<file path="src/rtl/sdram_line_buffer.sv">
// Single-line write-back buffer between a host byte port and an SDRAM burst port.
// Host accesses to the resident line complete in one cycle; misses write back and refill whole lines.
module sdram_line_buffer #(
    parameter int ADDRESS_BITS = 21,
    parameter int BUS_WIDTH    = 8,
    parameter int BURST_LENGTH = 8
) (
    input  logic                    clk,
    input  logic                    rst_n,
    input  logic [ADDRESS_BITS-1:0] h_address,
    input  logic [BUS_WIDTH-1:0]    h_wdata,
    input  logic                    h_wren,
    input  logic                    h_req,
    input  logic                    h_flush,
    output logic                    h_ready,
    output logic                    h_done,
    output logic [BUS_WIDTH-1:0]    h_rdata,
    output logic [ADDRESS_BITS-1:0] mem_address,
    output logic                    mem_wren,
    output logic                    mem_req,
    input  logic                    mem_ready,
    input  logic                    mem_valid,
    input  logic [2:0]              mem_offset,
    output logic [BUS_WIDTH-1:0]    mem_wdata,
    input  logic [BUS_WIDTH-1:0]    mem_rdata
);

    localparam int OFFSET_BITS = $clog2(BURST_LENGTH);
    localparam int TAG_BITS    = ADDRESS_BITS - OFFSET_BITS;

    typedef enum logic [2:0] {
        S_IDLE, S_RESP, S_WB_REQ, S_WB_WAIT, S_FILL_REQ, S_FILL_WAIT
    } state_t;

    state_t state, state_next;

    logic [BUS_WIDTH-1:0]    line [BURST_LENGTH];
    logic [TAG_BITS-1:0]     tag;
    logic                    valid, dirty;
    logic [ADDRESS_BITS-1:0] req_address;
    logic [BUS_WIDTH-1:0]    req_wdata;
    logic                    req_wren, req_flush;
    logic                    beat_seen;

    logic [TAG_BITS-1:0]    h_tag, req_tag, fill_tag;
    logic [OFFSET_BITS-1:0] h_offset, req_offset, rd_offset, beat_offset;
    logic                   hit, accept, beat_fall, rd_is_read;

    assign h_tag       = h_address[ADDRESS_BITS-1:OFFSET_BITS];
    assign h_offset    = h_address[OFFSET_BITS-1:0];
    assign req_tag     = req_address[ADDRESS_BITS-1:OFFSET_BITS];
    assign req_offset  = req_address[OFFSET_BITS-1:0];
    assign beat_offset = mem_offset[OFFSET_BITS-1:0];
    assign hit         = valid && (h_tag == tag);
    assign accept      = (state == S_IDLE) && (h_req || h_flush);
    assign beat_fall   = beat_seen && !mem_valid;
    assign mem_wdata   = line[beat_offset];

    // In S_IDLE the live host inputs describe the access; afterwards the latched copy does.
    assign fill_tag   = (state == S_IDLE) ? h_tag : req_tag;
    assign rd_offset  = (state == S_IDLE) ? h_offset : req_offset;
    assign rd_is_read = (state == S_IDLE) ? (h_req && !h_wren) : (!req_flush && !req_wren);

    always_comb begin
        state_next = state;
        h_ready    = 1'b0;
        h_done     = 1'b0;
        mem_req    = 1'b0;
        case (state)
            S_IDLE: begin
                h_ready = 1'b1;
                if (h_req) begin
                    if (hit)
                        state_next = S_RESP;
                    else if (valid && dirty)
                        state_next = S_WB_REQ;
                    else
                        state_next = S_FILL_REQ;
                end else if (h_flush) begin
                    state_next = dirty ? S_WB_REQ : S_RESP;
                end
            end
            S_RESP: begin
                h_done     = 1'b1;
                state_next = S_IDLE;
            end
            S_WB_REQ: begin
                mem_req = 1'b1;
                if (mem_ready)
                    state_next = S_WB_WAIT;
            end
            S_WB_WAIT: begin
                if (beat_fall)
                    state_next = req_flush ? S_RESP : S_FILL_REQ;
            end
            S_FILL_REQ: begin
                mem_req = 1'b1;
                if (mem_ready)
                    state_next = S_FILL_WAIT;
            end
            S_FILL_WAIT: begin
                if (beat_fall)
                    state_next = S_RESP;
            end
            default: state_next = S_IDLE;
        endcase
    end

    always_ff @(posedge clk) begin
        if (!rst_n) begin
            state       <= S_IDLE;
            valid       <= 1'b0;
            dirty       <= 1'b0;
            tag         <= '0;
            h_rdata     <= '0;
            mem_address <= '0;
            mem_wren    <= 1'b0;
            req_address <= '0;
            req_wdata   <= '0;
            req_wren    <= 1'b0;
            req_flush   <= 1'b0;
            beat_seen   <= 1'b0;
        end else begin
            state <= state_next;
            if (accept) begin
                req_address <= h_address;
                req_wdata   <= h_wdata;
                req_wren    <= h_wren;
                req_flush   <= !h_req;
            end
            // Remembers that the data phase has started so its falling edge can be recognised.
            beat_seen <= ((state == S_WB_WAIT) || (state == S_FILL_WAIT)) &&
                         !beat_fall && (beat_seen || mem_valid);
            if (state_next == S_WB_REQ && state != S_WB_REQ) begin
                mem_address <= {tag, {OFFSET_BITS{1'b0}}};
                mem_wren    <= 1'b1;
            end
            if (state_next == S_FILL_REQ && state != S_FILL_REQ) begin
                mem_address <= {fill_tag, {OFFSET_BITS{1'b0}}};
                mem_wren    <= 1'b0;
            end
            // Read data is captured on entry to S_RESP so it is valid during the h_done cycle.
            if (state_next == S_RESP && state != S_RESP && rd_is_read)
                h_rdata <= line[rd_offset];
            case (state)
                S_RESP: begin
                    if (!req_flush && req_wren)
                        dirty <= 1'b1;
                end
                S_WB_WAIT: begin
                    if (beat_fall)
                        dirty <= 1'b0;
                end
                S_FILL_REQ: begin
                    if (mem_ready)
                        valid <= 1'b0;
                end
                S_FILL_WAIT: begin
                    if (beat_fall) begin
                        tag   <= req_tag;
                        valid <= 1'b1;
                        dirty <= 1'b0;
                    end
                end
                default: ;
            endcase
        end
    end

    always_ff @(posedge clk) begin
        if (rst_n) begin
            if (state == S_RESP && !req_flush && req_wren)
                line[req_offset] <= req_wdata;
            else if (state == S_FILL_WAIT && mem_valid)
                line[beat_offset] <= mem_rdata;
        end
    end

endmodule

</file>
<file path="config.mk">
export PLATFORM = sky130hd
export DESIGN_NAME = sdram_line_buffer
export DESIGN_NICKNAME = d
export VERILOG_FILES = /design/src/rtl/sdram_line_buffer.sv
export SDC_FILE = /design/constraint.sdc
export NUM_CORES = 1
export LEC_CHECK = 0
export BUFFER_PORTS_ARGS = -buffer_cell sky130_fd_sc_hd__clkbuf_2
export CORE_ASPECT_RATIO = 0.9
export CORE_MARGIN = 8
export CORE_UTILIZATION = 30
export DETAILED_ROUTE_END_ITERATION = 6
export HOLD_SLACK_MARGIN = 0.03
export RECOVER_POWER = 100
export SLEW_MARGIN = 20
export SYNTH_ARGS = -nofsm -noshare
export SYNTH_HDL_FRONTEND = slang
export SYNTH_SLANG_ARGS = --single-unit
</file>
<file path="constraint.sdc">
create_clock -name clk -period 2.8 [get_ports clk]
set_input_delay 0.56 -clock clk [delete_from_list [all_inputs] [get_ports clk]]
set_output_delay 0.56 -clock clk [all_outputs]
set_load 0.005 [all_outputs]
</file>
==> flow_metrics.py <==
metrics = {
    "power_and_ir_drop": {
        "power.static_leakage_uw": 0.00307,
        "vdd_drop_max_mv": 0.352,
        "powerDensity_nw_per_um2": 661,
    },
    "detailed_routing": {
        "wl_per_cell_um": 18.9,
        "drc": 0,
        "routed.top_layer": "met4",
        "drtPass1Iterations": 5,
        "totalWireLength_um": 20600,
        "wl_met1_um": 9450,
        "vias": 5668,
        "drtIter0Drc": 390,
        "via_per_inst": 5.18,
        "wl_met2_um": 9560,
        "postRouteAntennaNets": 0,
        "route.met3.wl_um": 1140,
    },
    "critical_path": {
        "worstRegToRegCells": 7,
        "path_buf_inv": 3,
        "r2r_slack_ns": 0.30,
        "crit_chain": "clkbuf_1 -> buf_4 -> mux4_2 -> nand2_1 -> nand2_1 -> clkbuf_1",
        "crit_path_start_kind": "input port",
        "cp_slowest_cell": "clkbuf_1",
        "crit_arrival_ns": 1.99,
        "slowest_delay_ns": 0.45,
        "crit_fanout": 12,
        "r2r-end": "line[1][0]",
        "crit_family": "buffers and inverters",
        "criticalPathCategory": "in -> out",
        "crit_path_end_kind": "primary output",
        "r2r_start": "state[0]",
        "cp.required_ns": 2.24,
        "crit_path_start": "mem_offset[1]",
    },
    "yosys": {
        "yosysTopAreaCell": "edfxtp_1",
        "synth_ff_type": "dfxtp_1",
        "synth_edf_count": 64,
        "yosysSeqAreaShare": 0.520,
        "synth_area_um2": 6850,
        "synthDistinctLibCells": 59,
        "ys_warn_count": 0,
        "yosys-top-cells-count": "nand2_1 (181), dfxtp_1 (82), a21oi_1 (80)",
        "synth.avg_cell_area_um2": 10.0,
        "synth_seq_cells": 146,
        "syn_inst": 684,
        "synth_top_area_frac": 0.281,
        "synthTopCellsByArea": "edfxtp_1 (28%), dfxtp_1 (24%), nand2_1 (9.9%), a21oi_1 (5.8%), mux4_2 (5.3%)",
        "synth_most_common_cell": "nand2_1",
        "synthArstFlopShare": 0,
    },
    "min_path": {
        "min-delay-start": "h_wdata[3]",
        "min_to": "req_wdata[3]",
        "min_path_type": "in -> reg",
        "min_path_cells": 3,
    },
    "global_route": {
        "grt_pass1_wl_um": 32300,
        "grt_remaining_overflow": 0,
        "grt_max_degree": 51,
        "grt_pass1_vias": 5651,
        "antenna_found_initial": 0,
        "grt_use_total": 0.147,
    },
    "placed_design": {
        "dp_hpwl_um": 14300,
        "io_buffers": 84,
        "gp_congestion": 0.870,
    },
    "sta": {
        "tightest_slew_ns": 1.07,
        "relSlewSlack": 0.284,
        "fin_crit_ns": 2.55,
        "hold_viol": 0,
        "max_freq_mhz": 392,
        "rsz0062_at_grt": "no",
        "fin_crit_sh": 0.912,
        "fin_skew_ns": 0.0106,
        "setup-tns-final_ns": 0,
        "report.final.slew_viol_count": 0,
        "finalSetupViolCount": 0,
        "whs_ns": 0.359,
    },
    "clock_network": {
        "ctsResizeCount": 0,
        "cts_buffer_depth": 2,
        "cts-root-buf": "clkbuf_16",
        "htreeDepth": 4,
        "clk_pin_slew_ns": 0.06,
        "postCtsHoldBufs": 0,
        "cts_tree": "built",
        "postCtsSetupBuffers": 0,
        "insertion_delay_ns": 0.42,
        "cts-buffers-inserted": 17,
        "cts.sinks": 146,
    },
    "outcome": {
        "status": "complete, no violations",
    },
    "die": {
        "rows": 52,
        "die_area_um2": 27900,
        "die_width_um": 175,
        "die_h_um": 159,
        "start_util": 0.305,
        "core_um2": 22400,
        "io-pin-count": 88,
    },
    "cells_and_area": {
        "finalNetCount": 832,
        "area_growth_pct": 21.3,
        "fillers": 2259,
        "drive_above_1_share": 0.178,
        "antenna-diode-count": 0,
    },
    "flow_run": {
        "drv_cap": 0,
    },
}
-- layout make-up --
cell class                      count  area [um^2]  share of cell area
Sequential cell                   146         3560               0.429
Multi-Input combinational cell    485         3010               0.363
Timing Repair Buffer              127          712              0.0857
Clock buffer                       19          433              0.0521
Tap cell                          297          372              0.0447
Clock inverter                     13          180              0.0217
Inverter                            8         31.3             0.00377
-- routing by layer --
metal / GRT usage / vias up
met5: 0 / -
met4: 0.0593 / 0
met3: 0.0287 / 38
met2: 0.233 / 197
met1: 0.194 / 2742
li1: - / 2691
-- metrics by stage --
stage / instance area, um^2 / cells / utilization / power, uW / setup slack [ns]
floorplan: 6850 / 686 / - / 2850 / 0.0798
global placement: 7790 / 1063 / 0.347 / 3150 / 0.200
detailed placement: 7790 / 1063 / 0.347 / 3160 / 0.126
CTS: 8400 / 1095 / 0.374 / 5540 / 0.328
global route: 8300 / 1095 / 0.370 / 5700 / 0.116
finish: 8300 / 1095 / 0.370 / 5490 / 0.247
-- kinds of logic (layout without fill, tap and decap cells) --
family	after synthesis	in the layout	synth area share
simple gates	261	261	0.168
compound gates	167	167	0.165
flops	146	146	0.520
other cells	1	3	0.000548
mux	35	35	0.0839
xor+xnor	19	19	0.0243
buf+inv	55	167	0.0376
-- sequential cells by signal, indices dropped and copies added (netlist names) --
register and flops:
tag 18, req_address 21, req_wren 1, state 3, beat_seen 1, mem_wren 1
h_rdata 8, valid 1, req_wdata 8, mem_address 18, dirty 1, req_flush 1
line 64
-- worst max-delay path by stage --
stage | slack, ns | end | depth (start not counted)
floorplan | 0.08 | mem_wdata[1] | 5
finish | 0.25 | mem_wdata[2] | 6
global placement | 0.20 | h_rdata[5] | 7
CTS | 0.33 | h_ready | 5
detailed placement | 0.13 | h_rdata[0] | 7
global route | 0.12 | line[1][0] | 7
-- cells in the final DEF (no fill, tap or decap), drive strengths merged, types with 2 or more instances in the layout --
| cell | instances |
|---|---|
| nand2 | 181 |
| clkbuf | 112 |
| dfxtp | 82 |
| a21oi | 80 |
| edfxtp | 64 |
| buf | 34 |
| nor2 | 27 |
| a211oi | 18 |
| a221o | 18 |
| and3 | 17 |
| mux4 | 16 |
| xor2 | 15 |
| o211ai | 10 |
| mux2i | 10 |
| o21ai | 10 |
| inv | 10 |
| mux2 | 9 |
| a32oi | 8 |
| o2111ai | 8 |
| clkinv | 6 |
| nor3b | 5 |
| nor3 | 5 |
| or3 | 4 |
| nand3 | 4 |
| a31oi | 4 |
| xnor2 | 4 |
| nor4 | 4 |
| bufinv | 4 |
| o31ai | 3 |
| conb | 3 |
| and2 | 2 |
| nand2b | 2 |
| or4b | 2 |
| nand3b | 2 |
| a21boi | 2 |
-- tightest hold or removal path, cell delays in order --
cell	delay [ns]
clkbuf_2	0.08
nand2_1	0.04
a21oi_1	0.05
-- power breakdown --
part,total [uW],leakage (uW),internal (uW),switching [uW]
Sequential,2360,0.00125,2310,53.1
Combinational,737,0.00153,277,460
Clock,2390,0.000295,1490,898
Total,5490,0.00307,4080,1410
Power figures use the tool's default switching activity.
